===== config.mk =====
export PLATFORM = sky130hd
export DESIGN_NAME = register_file_scoreboard
export DESIGN_NICKNAME = d
export VERILOG_FILES = /design/src/rtl/register_file_scoreboard.sv
export SDC_FILE = /design/constraint.sdc
export NUM_CORES = 2
export LEC_CHECK = 0
export ABC_AREA = 1
export ABC_CLOCK_PERIOD_IN_PS = 2100
export CAP_MARGIN = 10
export CORE_MARGIN = 4
export CORE_UTILIZATION = 27
export CTS_BUF_LIST = sky130_fd_sc_hd__clkbuf_16
export CTS_CLUSTER_DIAMETER = 80
export DETAILED_ROUTE_END_ITERATION = 8
export PLACE_DENSITY_LB_ADDON = 0.12
export SYNTH_ARGS = -nofsm -noshare
export SYNTH_HDL_FRONTEND = slang
export SYNTH_SLANG_ARGS = --single-unit

===== constraint.sdc =====
create_clock -name iClk -period 2.1 [get_ports iClk]
set_clock_uncertainty 0.1 [all_clocks]
set_input_delay 0.21 -clock iClk [delete_from_list [all_inputs] [get_ports iClk]]
set_output_delay 0.21 -clock iClk [all_outputs]
set_load 0.01 [all_outputs]

===== src/rtl/register_file_scoreboard.sv =====
// register_file_scoreboard: register file with per-register pending bits for RAW stall detection.
// Optional REGFILE_BYPASS_EN forwards a same-cycle write-back to the read ports.
module register_file_scoreboard #(
    parameter int DATA_W = 32,
    parameter int ADDR_W = 5
) (
    input  logic              iClk,
    input  logic              iRst_n,
    input  logic              iWrEn,
    input  logic [ADDR_W-1:0] iWrAddr,
    input  logic [DATA_W-1:0] iWrData,
    input  logic              iIssueEn,
    input  logic [ADDR_W-1:0] iIssueAddr,
    input  logic [ADDR_W-1:0] iRdAddrA,
    input  logic [ADDR_W-1:0] iRdAddrB,
    output logic [DATA_W-1:0] oRdDataA,
    output logic [DATA_W-1:0] oRdDataB,
    output logic              oBusyA,
    output logic              oBusyB
);
    localparam int N = 2 ** ADDR_W;
    logic [DATA_W-1:0] r_regs [N];
    logic [N-1:0]      r_pend;
    logic              w_wr_ok;
    logic              w_iss_ok;
    assign w_wr_ok  = iWrEn && (iWrAddr != '0);
    assign w_iss_ok = iIssueEn && (iIssueAddr != '0);
    // Issue is applied after clear so a same-cycle issue keeps the register owned.
    always_ff @(posedge iClk or negedge iRst_n) begin
        if (!iRst_n) begin
            for (int i = 0; i < N; i++) r_regs[i] <= '0;
            r_pend <= '0;
        end else begin
            if (w_wr_ok) r_regs[iWrAddr] <= iWrData;
            if (w_wr_ok) r_pend[iWrAddr] <= 1'b0;
            if (w_iss_ok) r_pend[iIssueAddr] <= 1'b1;
        end
    end
`ifdef REGFILE_BYPASS_EN
    logic w_hit_a;
    logic w_hit_b;
    assign w_hit_a = iRst_n && w_wr_ok && (iRdAddrA == iWrAddr);
    assign w_hit_b = iRst_n && w_wr_ok && (iRdAddrB == iWrAddr);
    always_comb begin
        oRdDataA = w_hit_a ? iWrData : r_regs[iRdAddrA];
        oRdDataB = w_hit_b ? iWrData : r_regs[iRdAddrB];
        oBusyA   = w_hit_a ? (w_iss_ok && iIssueAddr == iRdAddrA) : r_pend[iRdAddrA];
        oBusyB   = w_hit_b ? (w_iss_ok && iIssueAddr == iRdAddrB) : r_pend[iRdAddrB];
    end
`else
    always_comb begin
        oRdDataA = r_regs[iRdAddrA];
        oRdDataB = r_regs[iRdAddrB];
        oBusyA   = r_pend[iRdAddrA];
        oBusyB   = r_pend[iRdAddrB];
    end
`endif
endmodule

==> run summary <==
Area of the multi-input gates - 0.0329 sq mm
Register area - 0.0264 sq mm
Post-placement cell area - 0.0716 sq mm
Max-slew violation count - 0
Clock power frac - 33.0%
Initial antenna violation count - 22
Clock Tree Root - clkbuf_16
Num CTS Buffers - 136
Slew HR - 36.7%
Die Area - 0.226 sq mm
Post-route cell area - 0.0806 sq mm
YS warnings - 0
Area share of and/or/nand/nor cells after synthesis - 40.6%
CP required - 1790 ps
Final Cycle Share - 117%
Die Wd - 476 microns
Seq/Total Area, Yosys - 44.8%
Metal-1 WL - 132000 microns
Sw Ratio - 33.9%
Worst setup EP type - output pin
Clk slew on worst S/H paths - 60 ps
Avg Inst Size Synth - 6.72 sq um
Met3 WL - 16800 microns
Pre-antenna DRT Iters - 8
Total Routed Length - 302000 microns
Synth Area in Compound Gates - 8.74%
Largest net degree at the start of global routing - 95
Hold path depth - 4
VDD IR max - 508 uV
Flop pwr share - 39.8%
Placer congestion estimate - 0.875
DRC errors left - 0
1st-iter DRT viols - 5885
XOR/XNOR Fraction of Synth Area - 0%
Hpwl dp - 200000 microns
Met2 WL - 138000 microns
First-pass GRT wire length - 439000 microns
Filler cells - 22.8k
Type of the worst setup path - reg -> out
Max Cap Viol - 0
Tightest Pin Transition - 948 ps
Setup WS post-layout - -362 ps
Final setup violation count - 66
Adder-Cell Fraction of Synth Area - 0%
Maximum clock rate - 406 MHz
Longest Clk Path Bufs - 3
Failing checks - negative setup slack
WL per Instance - 24.6 microns
Vias in the first global route - 61.4k
Overall routing resource usage - 26.3%
Cell Area, Synth - 0.0590 sq mm
Clock Sinks - 1056
Area of the core - 0.217 sq mm
Num rows - 171
Final design utilization - 37.1%
Vias - 63.7k
Internal power - 45.5 mW
Status - complete, but fails checks
Syn Inst Count - 8777
Starting Density - 27.1%
Worst path arrival time - 2150 ps
WHS - 57.4 ps
Highest metal used - met5
Post-layout nets - 9394
RSZ-0062 raised after global routing - true
Critical path peak fanout - 2
Final Critical Period - 2460 ps
Clock Latency Late Sink - 780 ps
Via/cell ratio - 5.18
Chip height - 476 microns
CTS tree - built
Gr ovfl total - 0
Net switching power - 23.3 mW
HP Class - in -> reg
PD cells - 854 mW/mm^2
Proportion of synthesized area in mux cells - 0%
Leakage - 38.4 nW
Main combinational cell family by area after synthesis - simple AND/OR/NAND/NOR gates
IO Pins - 122
# port buffers - 121
Seq cells post-synth - 1056
Gate power share - 27.2%
FF-to-FF path depth - 4
Area grow syn2layout - 36.5%
Share of post-route cells with drive strength above 1 - 23.3%
Net Count, Synth - 8833
Endpoints failing hold - 0
Final ANT Viol Nets - 0
CP startpoint kind - flip-flop
Synth cell types - 20
Htree depth - 4
-- critical path: stages (launching register included) --
cell and delay (ps):
dfrtp_1 410, buf_6 140, nand2_2 60, nand3_2 70, nand3_2 60, nand2_1 50, nand2_1 50, nand2_1 60
nand2_1 70, nand2_2 70, buf_12 140, buf_12 140
-- kinds of logic after synthesis --
| group | after synthesis |
|---|---|
| AOI/OAI and AO/OA | 1031 |
| buffers and inverters | 855 |
| DFF | 1056 |
| and+or+nand+nor | 5835 |
-- sequential cells by signal, indices dropped and copies added, names as in the netlist --
| name | count |
|---|---|
| r_regs | 1024 |
| r_pend | 32 |
-- power groups by stage --
| stage | Combinational, mW | Clock, mW | Sequential [mW] |
|---|---|---|---|
| 3_5_place_dp | 16.7 | 0 | 27.5 |
| 4_1_cts | 17.9 | 23.2 | 27.2 |
| 2_1_floorplan | 8.73 | 0 | 26.8 |
| 6_report | 18.7 | 22.7 | 27.4 |
| 5_1_grt | 20.8 | 24.0 | 27.8 |
| 3_3_place_gp | 16.5 | 0 | 27.5 |
-- stage by stage --
step / setup WS [ps] / power [mW] / setup TNS (ps) / cells
2_1_floorplan: 406 / 35.6 / 0 / 8777
3_3_place_gp: -639 / 44.0 / -125270 / 12000
3_5_place_dp: -610 / 44.2 / -128030 / 12000
4_1_cts: -416 / 68.3 / -19370 / 12200
5_1_grt: -489 / 72.5 / -21720 / 12300
6_report: -362 / 68.8 / -15060 / 12300
-- synthesized netlist by cell type (all sizes together) --
| cell | count | area [sq um] |
|---|---|---|
| clkinv | 2 | 7.51 |
| buf | 318 | 1430 |
| nand4 | 1 | 6.26 |
| clkbuf | 459 | 1720 |
| a21oi | 224 | 1120 |
| nand2 | 3980 | 14900 |
| nand3 | 1593 | 7990 |
| o21ai | 807 | 4040 |
| nor2 | 254 | 991 |
| nor3 | 7 | 50.1 |
| dfrtp | 1056 | 26400 |
| inv | 76 | 285 |
-- final timing paths --
check	startpoint	endpoint	slack, ps
min in group asynchronous	iRst_n	r_regs[590]	90
hold reg to reg	r_regs[1000]	r_regs[1000]	300
setup / recovery	r_regs[481]	oRdDataB[1]	-360
hold / removal	iWrData[17]	r_regs[465]	60
setup reg to reg	r_regs[682]	r_regs[682]	1100
max in group asynchronous	iRst_n	r_regs[911]	790
-- cells in the final DEF, fill, tap and decap left out, drive strengths merged, types with 53 or more instances in the layout --
cell type	count
clkbuf	141
buf	1146
clkinv	53
a21oi	224
dfrtp	1056
o21ai	807
nor2	254
nand2	3980
inv	113
nand3	1593
-- area by class of cell --
class	instances	area share [%]
Multi-Input combinational cell	6866	40.8
Sequential cell	1056	32.8
Timing Repair Buffer	1200	16.4
Tap cell	2854	4.43
Clock buffer	140	4.35
Clock inverter	95	0.792
Inverter	78	0.421
Antenna cell	9	0.0280
-- per-layer routing --
metal,up-vias,track usage [%]
li1,29700,-
met1,31200,35.2
met2,2271,42.1
met3,554,3.62
met4,10,11.8
met5,-,0
-- what timing repair did --
action | 4_1_cts | 5_1_grt
cloned | 3 | 1
pin swaps | 333 | 482
buffers inserted | 46 | 50
endpoints found under the hold margin | 1070 | 0
gates resized for setup | 869 | 438
hold buffers | 7 | 0
setup endpoints to repair | 66 | 66
Power figures use the tool's default switching activity.
